==> src/rtl/fx_mul_pkg.sv <==
// Shared types and defaults for the fixed-point multiplier scheduler.
// Tag width is derived from the requester count.
package fx_mul_pkg;

    localparam int MUL_LAT_DEFAULT = 4;
    localparam int N_REQ_DEFAULT   = 4;

    function automatic int id_w(input int n);
        return (n > 2) ? $clog2(n) : 1;
    endfunction

    localparam int ID_W = id_w(N_REQ_DEFAULT);

    typedef struct packed {
        logic            vld;
        logic [ID_W-1:0] id;
    } mul_tag_t;

endpackage

==> src/rtl/fx_mul_sched_rr_arbiter.sv <==
// Round-robin arbiter: one-hot grant on the first eligible index after
// the pointer; the pointer moves only when the grant is accepted.
module rr_arbiter
    import fx_mul_pkg::*;
#(
    parameter int N_REQ = 4,
    parameter int IW    = id_w(N_REQ)
) (
    input  logic             clk,
    input  logic             rst,
    input  logic [N_REQ-1:0] elig,
    input  logic             accept,
    output logic [N_REQ-1:0] grant,
    output logic [IW-1:0]    gnt_id
);

    logic [IW-1:0] ptr_q;
    logic [IW-1:0] ptr_d;
    logic [IW:0]   sum;
    logic [IW-1:0] idx;
    logic          found;

    always_comb begin
        grant  = '0;
        gnt_id = ptr_q;
        sum    = '0;
        idx    = '0;
        found  = 1'b0;
        for (int off = 1; off <= N_REQ; off++) begin
            sum = {1'b0, ptr_q} + off[IW:0];
            if (sum >= (IW+1)'(N_REQ)) begin
                sum = sum - (IW+1)'(N_REQ);
            end
            idx = sum[IW-1:0];
            if (!found && elig[idx]) begin
                found      = 1'b1;
                grant[idx] = 1'b1;
                gnt_id     = idx;
            end
        end
    end

    always_comb begin
        ptr_d = ptr_q;
        if (accept) begin
            ptr_d = gnt_id;
        end
    end

    always_ff @(posedge clk or posedge rst) begin
        if (rst) begin
            ptr_q <= IW'(N_REQ - 1);
        end else begin
            ptr_q <= ptr_d;
        end
    end

endmodule

==> src/rtl/fx_mul_sched.sv <==
// Shares one pipelined fixed-point multiplier among N_REQ requesters and
// steers each product back using a tag pipe matched to the multiplier latency.
module fx_mul_sched
    import fx_mul_pkg::*;
#(
    parameter int WIDTH   = 32,
    parameter int N_REQ   = 4,
    parameter int MUL_LAT = MUL_LAT_DEFAULT,
    parameter int MAX_OUT = 4
) (
    input  logic                   clk,
    input  logic                   rst,
    input  logic [N_REQ-1:0]       req_valid,
    output logic [N_REQ-1:0]       req_ready,
    input  logic [N_REQ*WIDTH-1:0] req_a,
    input  logic [N_REQ*WIDTH-1:0] req_b,
    input  logic                   hold,
    output logic                   mul_start,
    output logic [WIDTH-1:0]       mul_a,
    output logic [WIDTH-1:0]       mul_b,
    input  logic [WIDTH-1:0]       mul_result,
    output logic [N_REQ-1:0]       rsp_valid,
    output logic [WIDTH-1:0]       rsp_result,
    output logic                   idle
);

    localparam int IW = id_w(N_REQ);
    localparam int CW = $clog2(MAX_OUT + 1);

    typedef struct packed {
        logic          vld;
        logic [IW-1:0] id;
    } tag_t;

    logic [N_REQ-1:0] elig;
    logic [N_REQ-1:0] gnt;
    logic [IW-1:0]    gid;
    logic             acc;

    logic [WIDTH-1:0] mul_a_q, mul_a_d;
    logic [WIDTH-1:0] mul_b_q, mul_b_d;
    logic [N_REQ-1:0] rsp_valid_q, rsp_valid_d;
    logic [WIDTH-1:0] rsp_result_q, rsp_result_d;
    logic [CW-1:0]    cnt_q [N_REQ];
    logic [CW-1:0]    cnt_d [N_REQ];
    tag_t             tag_q [MUL_LAT+1];
    tag_t             tag_d [MUL_LAT+1];
    tag_t             last;
    logic             busy;

    always_comb begin
        elig = '0;
        for (int i = 0; i < N_REQ; i++) begin
            elig[i] = req_valid[i] & ~hold
                    & (cnt_q[i] < CW'(MAX_OUT));
        end
    end

    rr_arbiter #(
        .N_REQ (N_REQ),
        .IW    (IW)
    ) u_arb (
        .clk    (clk),
        .rst    (rst),
        .elig   (elig),
        .accept (acc),
        .grant  (gnt),
        .gnt_id (gid)
    );

    // Grants go only to valid requesters, so any grant is a handshake.
    assign acc = |gnt;

    always_comb begin
        mul_a_d = mul_a_q;
        mul_b_d = mul_b_q;
        for (int i = 0; i < N_REQ; i++) begin
            if (gnt[i]) begin
                mul_a_d = req_a[i*WIDTH +: WIDTH];
                mul_b_d = req_b[i*WIDTH +: WIDTH];
            end
        end
    end

    always_comb begin
        tag_d[0].vld = acc;
        tag_d[0].id  = gid;
        for (int j = 1; j <= MUL_LAT; j++) begin
            tag_d[j] = tag_q[j-1];
        end
    end

    always_comb begin
        last         = tag_q[MUL_LAT];
        rsp_valid_d  = '0;
        rsp_result_d = rsp_result_q;
        if (last.vld) begin
            rsp_valid_d[last.id] = 1'b1;
            rsp_result_d         = mul_result;
        end
    end

    always_comb begin
        for (int i = 0; i < N_REQ; i++) begin
            cnt_d[i] = cnt_q[i];
            unique case ({gnt[i], rsp_valid_q[i]})
                2'b10:   cnt_d[i] = cnt_q[i] + 1'b1;
                2'b01:   cnt_d[i] = cnt_q[i] - 1'b1;
                default: cnt_d[i] = cnt_q[i];
            endcase
        end
    end

    always_comb begin
        busy = |rsp_valid_q;
        for (int j = 0; j <= MUL_LAT; j++) begin
            busy = busy | tag_q[j].vld;
        end
    end

    always_ff @(posedge clk or posedge rst) begin
        if (rst) begin
            mul_a_q      <= '0;
            mul_b_q      <= '0;
            rsp_valid_q  <= '0;
            rsp_result_q <= '0;
            for (int j = 0; j <= MUL_LAT; j++) begin
                tag_q[j] <= '0;
            end
            for (int i = 0; i < N_REQ; i++) begin
                cnt_q[i] <= '0;
            end
        end else begin
            mul_a_q      <= mul_a_d;
            mul_b_q      <= mul_b_d;
            rsp_valid_q  <= rsp_valid_d;
            rsp_result_q <= rsp_result_d;
            for (int j = 0; j <= MUL_LAT; j++) begin
                tag_q[j] <= tag_d[j];
            end
            for (int i = 0; i < N_REQ; i++) begin
                cnt_q[i] <= cnt_d[i];
            end
        end
    end

    assign req_ready  = gnt;
    assign mul_start  = tag_q[0].vld;
    assign mul_a      = mul_a_q;
    assign mul_b      = mul_b_q;
    assign rsp_valid  = rsp_valid_q;
    assign rsp_result = rsp_result_q;
    assign idle       = ~busy;

endmodule

==> config.mk <==
export PLATFORM = sky130hd
export DESIGN_NAME = fx_mul_sched
export DESIGN_NICKNAME = d
export VERILOG_FILES = /design/src/rtl/fx_mul_pkg.sv /design/src/rtl/fx_mul_sched_rr_arbiter.sv /design/src/rtl/fx_mul_sched.sv
export SDC_FILE = /design/constraint.sdc
export NUM_CORES = 1
export LEC_CHECK = 0
export BUFFER_PORTS_ARGS = -buffer_cell sky130_fd_sc_hd__buf_4
export CAP_MARGIN = 20
export CELL_PAD_IN_SITES_DETAIL_PLACEMENT = 1
export CELL_PAD_IN_SITES_GLOBAL_PLACEMENT = 1
export CORE_ASPECT_RATIO = 0.8
export CORE_UTILIZATION = 30
export DETAILED_ROUTE_END_ITERATION = 12
export MAX_ROUTING_LAYER = met4
export PLACE_DENSITY_LB_ADDON = 0.08
export SLEW_MARGIN = 5
export SYNTH_ARGS = -nofsm -noshare
export SYNTH_HDL_FRONTEND = slang
export SYNTH_HIERARCHICAL = 1
export SYNTH_SLANG_ARGS = --single-unit
==> constraint.sdc <==
create_clock -name clk -period 4.3 [get_ports clk]
set_input_delay 0.86 -clock clk [delete_from_list [all_inputs] [get_ports clk]]
set_output_delay 0.86 -clock clk [all_outputs]
set_load 0.005 [all_outputs]
==> results of run 1 <==
==> how the worst min path moves through the flow <==
stage	endpoint	depth (start not counted)	slack (ns)
6_report	tag_d[7]$_DFF_PP0_	0	0.35
5_1_grt	last[1]$_DFF_PP0_	0	0.36
4_1_cts	tag_d[7]$_DFF_PP0_	0	0.35
3_5_place_dp	last[0]$_DFF_PP0_	0	0.34
3_3_place_gp	last[0]$_DFF_PP0_	0	0.33
2_1_floorplan	last[0]$_DFF_PP0_	0	0.33
==> per-stage QoR <==
step | instance area (sq um) | setup slack (ns)
2_1_floorplan | 7413 | 0.05571
3_5_place_dp | 10690 | 0.1207
3_3_place_gp | 10690 | 0.2159
6_report | 11280 | 0.2000
4_1_cts | 11280 | 0.1871
5_1_grt | 11280 | 0.01269
==> metal layers <==
layer  up-vias  routed length (um)
met2       222               14220
met3        33                1871
met4         0                 618
met5         -                   0
met1      3442               11990
li1       3364                   -
==> state kept, by name, summed over array words and instances, names as in the netlist <==
register	cells
cnt_q	12
last	3
mul_a	32
mul_b	32
mul_start	1
rsp_result	32
rsp_valid	4
tag_d	11
u_arb/ptr_q	2
==> final cells by class <==
class	instances	share of cell area
Antenna cell	1	0.0002218
Clock buffer	17	0.03771
Clock inverter	15	0.01453
Inverter	23	0.008097
Multi-Input combinational cell	528	0.3345
Sequential cell	129	0.2864
Tap cell	318	0.03527
Timing Repair Buffer	419	0.2833
==> worst max-delay path, stage by stage, from the launching register on <==
cell and delay [ns]:
sky130_fd_sc_hd__dfstp_2 0.70, sky130_fd_sc_hd__inv_1 0.20, sky130_fd_sc_hd__ha_1 0.35, sky130_fd_sc_hd__buf_4 0.18, sky130_fd_sc_hd__or3_1 0.36, sky130_fd_sc_hd__a21oi_1 0.30, sky130_fd_sc_hd__a222oi_1 0.17, sky130_fd_sc_hd__nand2_4 0.13
sky130_fd_sc_hd__buf_4 0.26, sky130_fd_sc_hd__buf_4 0.16
==> kinds of logic (layout without fill, tap and decap cells) <==
group	count (synthesis)	in the layout
AO/OA/AOI/OAI	153	153
XOR/XNOR	14	14
buffers and inverters	83	474
other	0	1
AND/OR/NAND/NOR	242	242
adder cells (fa/ha/maj)	16	16
flip-flops	129	129
multiplexers	103	103
==> power by group through the flow <==
stage	Combinational (mW)	Sequential, mW	Clock, mW
6_report	5.78	2.30	1.47
5_1_grt	6.45	2.38	1.56
4_1_cts	5.91	2.31	1.51
3_5_place_dp	5.91	2.33	0
3_3_place_gp	5.77	2.30	0
2_1_floorplan	3.97	2.29	0
==> layout by cell type, fill, tap and decap left out, types with 8 or more instances in the layout <==
cell                        Yosys  routed
sky130_fd_sc_hd__a31oi_1       64      64
sky130_fd_sc_hd__o211ai_1      64      64
sky130_fd_sc_hd__nand2_1       79      76
sky130_fd_sc_hd__nand2b_1      66      66
sky130_fd_sc_hd__clkbuf_16      0      17
sky130_fd_sc_hd__ha_1          12      12
sky130_fd_sc_hd__dfrtp_1      127     127
sky130_fd_sc_hd__inv_1         22      20
sky130_fd_sc_hd__xor2_1         8       8
sky130_fd_sc_hd__buf_4          3     415
sky130_fd_sc_hd__nor2_1        76      76
sky130_fd_sc_hd__mux2_2        97      97
sky130_fd_sc_hd__inv_6          0       8
==> impl_metrics.py, run 1 <==
metrics = {
    "status": {
        "result_of_the_run": "finished with violations",
        "violations": "DRC",
    },
    "power": {
        "leakage_nw": 5.018,
        "p_total_mw": 9.551,
        "power.density_nw_per_um2": 846.6,
        "switch_share": 0.4350,
        "power.combinational.fraction": 0.606,
        "p_switching_mw": 4.155,
        "pwr-share-clk": 0.153,
        "p_int_mw": 5.396,
        "sequentialPowerShare": 0.241,
        "vdd_ir_drop_max_uv": 692.0,
    },
    "logic_synthesis": {
        "synth.yosys.seq_area_share": 0.4358,
        "synth.area.top_cells": "sky130_fd_sc_hd__dfrtp_1, sky130_fd_sc_hd__mux2_2, sky130_fd_sc_hd__o211ai_1, sky130_fd_sc_hd__nand2b_1, sky130_fd_sc_hd__a31oi_1",
        "ys.flop_type": "sky130_fd_sc_hd__dfrtp_1",
        "synth_edf_count": 0,
        "average_cell_area_after_synthesis_sq_um": 10.02,
        "synth_compound_gate_area_share": 0.1465,
        "xor_xnor_share_of_the_synthesized_area": 0.01654,
        "yosys.area.top_type_share": 0.4287,
        "synth.most_common_cell": "sky130_fd_sc_hd__dfrtp_1",
        "synth_simple_gate_area_share": 0.1554,
        "synth-async-reset-ratio": 1.000,
        "synthCells": 740,
        "synth-seq-cells": 129,
        "synth_top_cells_by_count": "sky130_fd_sc_hd__dfrtp_1, sky130_fd_sc_hd__mux2_2, sky130_fd_sc_hd__nand2_1",
        "synth_cell_types": 47,
        "synth.net_count": 1051,
        "synth_mux_area_frac": 0.1571,
        "yosys.area.top_type": "sky130_fd_sc_hd__dfrtp_1",
        "synth_warnings": 6,
        "syn_area_sq_um": 7413,
        "fraction_of_the_mapped_netlist_area_in_adder_cells": 0.03105,
        "synth_top_family_by_area": "multiplexers",
    },
    "clock_network": {
        "clock_tree.buffer_depth": 2,
        "cts.hold.buffers_added": 0,
        "tritoncts_num_sinks": 129,
        "cts-htree-levels": 4,
        "clkTransAtPathRegs_ns": 0.07,
        "cts_made_buffers": 17,
        "postCtsSetupRepairBufs": 0,
        "tritoncts": "done",
        "cts_root_buffer_type": "sky130_fd_sc_hd__clkbuf_16",
        "post_cts_resized": 0,
        "worst_skew_pair.late_latency_ns": 0.42,
    },
    "grt": {
        "grtUsageMet1": 0.2804,
        "globalRouteMet3Util": 0.05288,
        "antenna_violations_before_repair": 1,
        "first_global_vias": 7065,
        "grt_start_max_net_pins": 85,
        "gr-usage-met2": 0.3744,
        "global_route.usage.total": 0.2294,
        "grt_first_pass_wirelength_um": 42170,
        "grt.busiest_layer": "met2",
        "grt_overflow": 0,
    },
    "detailed_routing": {
        "dr.pass1.iters": 9,
        "route.detailed.wl_per_inst_um": 19.80,
        "remaining_antenna_violation_count_after_routing": 0,
        "wirelength_um": 28710,
        "detailed_route_vias_per_instance": 4.870,
        "first_iter_violations": 316,
        "dr_total_vias": 7061,
        "drt_drc_violations_left": 1,
    },
    "timing": {
        "actual_slew_at_the_worst_max_slew_pin_ns": 0.8038,
        "slew_headroom": 0.4642,
        "setup_repair_after_global_routing_missed_its_margin": "false",
        "timing.final.max_slew_violations": 0,
        "final.setup.tns_ns": 0,
        "final.period_utilization": 0.9535,
        "finalWorstPathRequiredPeriod_ns": 4.100,
        "timing.hold.ws_ns": 0.3466,
        "setup_viol_count_final": 0,
        "top_achievable_clock_speed_mhz": 243.9,
        "final_hold_viol_count": 0,
        "final.setup_skew_ns": 0.01180,
    },
    "floorplanning": {
        "die_height_um": 142.6,
        "die_x_um": 177.8,
        "num_io_pins": 401,
        "floorplan.rows": 51,
        "effective_utilization_at_floorplan": 0.3049,
        "die_area_sq_um": 25350,
        "core_sq_um": 24310,
    },
    "worst_hold_path": {
        "type_of_the_most_critical_hold_path": "flop to flop",
        "worstHoldStart": "tag_d[10]$_DFF_PP0_",
    },
    "cells_and_area": {
        "fillers": 2782,
        "multi_input_area_sq_um": 3774,
        "fin_util": 0.4640,
        "design.final.nets": 1429,
        "drive_above_1_share": 0.5004,
        "seq_area_sq_um": 3231,
        "non_filler_instance_count_after_layout": 1450,
        "flow.area_growth_from_synthesis_pct": 52.17,
    },
    "worst_setup_path": {
        "worstRegToRegCells": 10,
        "critical_path_arrival_ns": 3.24,
        "crit_path_end_kind": "output port",
        "timing.critical_path.from": "u_arb/ptr_q[1]$_DFFE_PP1P_",
        "critPathRequiredTime_ns": 3.44,
        "reg2reg_slack_ns": 0.43,
        "worst-setup-path-type": "flop to output port",
        "rr_startpoint": "u_arb/ptr_q[1]$_DFFE_PP1P_",
        "path_max_fanout": 23,
        "r2r_end": "mul_b[5]$_DFFE_PP0P_",
        "crit_path_end": "req_ready[2]",
        "worstSetupStartpointType": "flop",
    },
    "place": {
        "place_inst": 1417,
        "place.gp.congestion": 0.8783,
        "detailedPlacementHpwl_um": 21780,
        "numPortBuffers": 400,
    },
    "run": {
        "max_cap_violations": 0,
    },
}
(Power assumes the default switching activity.)
==> inputs of run 2 (changes only) <==
--- a/config.mk
+++ b/config.mk
@@ -14,6 +14,7 @@
 export DETAILED_ROUTE_END_ITERATION = 12
 export MAX_ROUTING_LAYER = met4
 export PLACE_DENSITY_LB_ADDON = 0.08
+export REMOVE_ABC_BUFFERS = 1
 export SLEW_MARGIN = 5
 export SYNTH_ARGS = -nofsm -noshare
 export SYNTH_HDL_FRONTEND = slang
==> impl_metrics.py, run 2 (synthesized netlist as in run 1, its figures left out) <==
metrics = {
    "status": {
        "result_of_the_run": "finished, final reports clean",
    },
    "worst_hold_path": {
        "type_of_the_most_critical_hold_path": "flop to flop",
        "worstHoldStart": "tag_d[0]$_DFF_PP0_",
    },
    "worst_setup_path": {
        "crit_path_end_kind": "output port",
        "reg2reg_slack_ns": 0.41,
        "crit_path_end": "req_ready[1]",
        "rr_startpoint": "u_arb/ptr_q[1]$_DFFE_PP1P_",
        "critical_path.cell_chain": "inv_1 > ha_2 > mux2i_2 > nor2_2 > a222oi_1 > nand2_4 > buf_4",
        "worst-setup-path-type": "flop to output port",
        "crit_slowest_cell": "sky130_fd_sc_hd__dfstp_2",
        "worstRegToRegCells": 14,
        "critical_path_arrival_ns": 3.14,
        "worstSetupStartpointType": "flop",
        "path_max_fanout": 14,
        "r2r_end": "cnt_q[8]$_DFFE_PP0P_",
        "slowest_delay_ns": 0.69,
        "timing.critical_path.from": "u_arb/ptr_q[1]$_DFFE_PP1P_",
        "critPathRequiredTime_ns": 3.44,
    },
    "clock_network": {
        "cts_root_buffer_type": "sky130_fd_sc_hd__clkbuf_16",
        "cts.hold.buffers_added": 0,
        "worst_skew_pair.late_latency_ns": 0.42,
        "clock_tree.buffer_depth": 2,
        "cts_made_buffers": 17,
        "cts-htree-levels": 4,
        "tritoncts_num_sinks": 129,
        "tritoncts": "done",
        "clkTransAtPathRegs_ns": 0.06,
    },
    "timing": {
        "final.setup_skew_ns": 0.01200,
        "timing.final.max_slew_violations": 0,
        "final.setup.tns_ns": 0,
        "actual_slew_at_the_worst_max_slew_pin_ns": 0.7931,
        "top_achievable_clock_speed_mhz": 249.8,
        "setup_repair_after_global_routing_missed_its_margin": "false",
        "slew_headroom": 0.4713,
        "final_hold_viol_count": 0,
        "finalWorstPathRequiredPeriod_ns": 4.004,
        "final.period_utilization": 0.9311,
        "timing.hold.ws_ns": 0.3469,
        "setup_viol_count_final": 0,
    },
    "floorplanning": {
        "core_sq_um": 24310,
        "die_area_sq_um": 25350,
        "die_x_um": 177.8,
        "effective_utilization_at_floorplan": 0.3049,
        "floorplan.rows": 51,
        "num_io_pins": 401,
        "die_height_um": 142.6,
    },
    "cells_and_area": {
        "final_cell_mix": "sky130_fd_sc_hd__buf_4, sky130_fd_sc_hd__dfrtp_1, sky130_fd_sc_hd__mux2_2",
        "drive_above_1_share": 0.5044,
        "most_frequent_standard_cell_in_the_layout_excluding_fill_and_tap_cells": "sky130_fd_sc_hd__buf_4",
        "diodes": 0,
        "flow.area_growth_from_synthesis_pct": 52.12,
        "non_filler_instance_count_after_layout": 1454,
        "finish.instance_area_sq_um": 11280,
        "design.final.nets": 1434,
        "fillers": 2860,
    },
    "power": {
        "p_int_mw": 5.407,
        "power.density_nw_per_um2": 840.6,
        "vdd_ir_drop_max_uv": 721.2,
        "p_switching_mw": 4.072,
        "power.combinational.fraction": 0.606,
        "pwr-share-clk": 0.149,
        "leakage_nw": 5.029,
        "switch_share": 0.4296,
        "sequentialPowerShare": 0.245,
    },
    "grt": {
        "global_route.usage.total": 0.2259,
        "grt_first_pass_wirelength_um": 41710,
        "grt_overflow": 0,
        "antenna_violations_before_repair": 0,
        "grt_start_max_net_pins": 92,
        "first_global_vias": 7172,
    },
    "detailed_routing": {
        "remaining_antenna_violation_count_after_routing": 0,
        "detailed_route_vias_per_instance": 4.836,
        "route.detailed.wl_per_inst_um": 19.15,
        "wirelength_um": 27840,
        "drt_drc_violations_left": 0,
        "dr.pass1.iters": 4,
        "dr_total_vias": 7032,
        "first_iter_violations": 309,
    },
    "place": {
        "place.gp.congestion": 0.8237,
        "place_inst": 1416,
        "dpl-instance-area_sq_um": 10660,
        "detailedPlacementHpwl_um": 20650,
        "numPortBuffers": 400,
    },
    "run": {
        "max_cap_violations": 0,
    },
}
[run 2: cell count changes in the layout (fill, tap and decap cells not counted), sizes merged]
cell / before / now
buf: 419 / 424
clkinv: 1 / 6
inv: 33 / 28
clkbuf: 17 / 18
clkinvlp: 3 / 2
diode: 1 / 0
[run 2: power groups by stage]
stage	sequential [mW]	combinational [mW]	clock (mW)
final	2.32	5.75	1.41
after global routing	2.41	6.42	1.50
after CTS	2.33	5.83	1.46
after detailed placement	2.35	5.80	0
after global placement	2.33	5.67	0
after floorplan	2.35	3.47	0
[run 2: layout make-up]
type / count / area [sq um] / area share
Clock buffer: 18 / 439.2 / 0.03894
Clock inverter: 14 / 126.4 / 0.01121
Timing Repair Buffer: 424 / 3208 / 0.2845
Multi-Input combinational cell: 528 / 3780 / 0.3352
Inverter: 23 / 91.34 / 0.008099
Tap cell: 318 / 397.9 / 0.03528
Sequential cell: 129 / 3234 / 0.2868
[run 2: metal layers]
layer  routed length, um  GRT usage
met1               11810     0.2703
met2               13630     0.3736
met3                1735    0.05315
met4                 658    0.07422
met5                   0          -
[run 2: what timing repair did]
item                       in CTS  in global routing
resized for setup               2                  1
pin swaps                       0                  2
setup endpoints to repair       1                  2
buffers inserted                0                  6
[run 2: stage by stage]
stage | setup slack [ns] | total power [mW] | utilization
6_report | 0.2963 | 9.480 | 0.4638
5_1_grt | 0.1224 | 10.34 | 0.4638
3_3_place_gp | 0.1742 | 8.001 | 0.4383
2_1_floorplan | -1.917 | 5.829 | -
3_5_place_dp | 0.02715 | 8.148 | 0.4383
4_1_cts | 0.08776 | 9.622 | 0.4619
[run 2: worst min-delay path by stage]
stage,to,slack (ns),depth (start not counted)
after global placement,tag_d[3]$_DFF_PP0_,0.33,0
after detailed placement,last[0]$_DFF_PP0_,0.34,0
final,last[0]$_DFF_PP0_,0.35,0
after CTS,last[0]$_DFF_PP0_,0.35,0
after floorplan,last[0]$_DFF_PP0_,0.33,0
after global routing,last[0]$_DFF_PP0_,0.36,0
[run 2: worst max-delay path: cells and delay by family (launching register included)]
kind / cells / cell delay (ns)
AOI/OAI and AO/OA: 1 / 0.50
DFF: 1 / 0.69
muxes: 1 / 0.38
buffers and inverters: 2 / 0.38
and+or+nand+nor: 2 / 0.28
adders and majority gates: 1 / 0.48
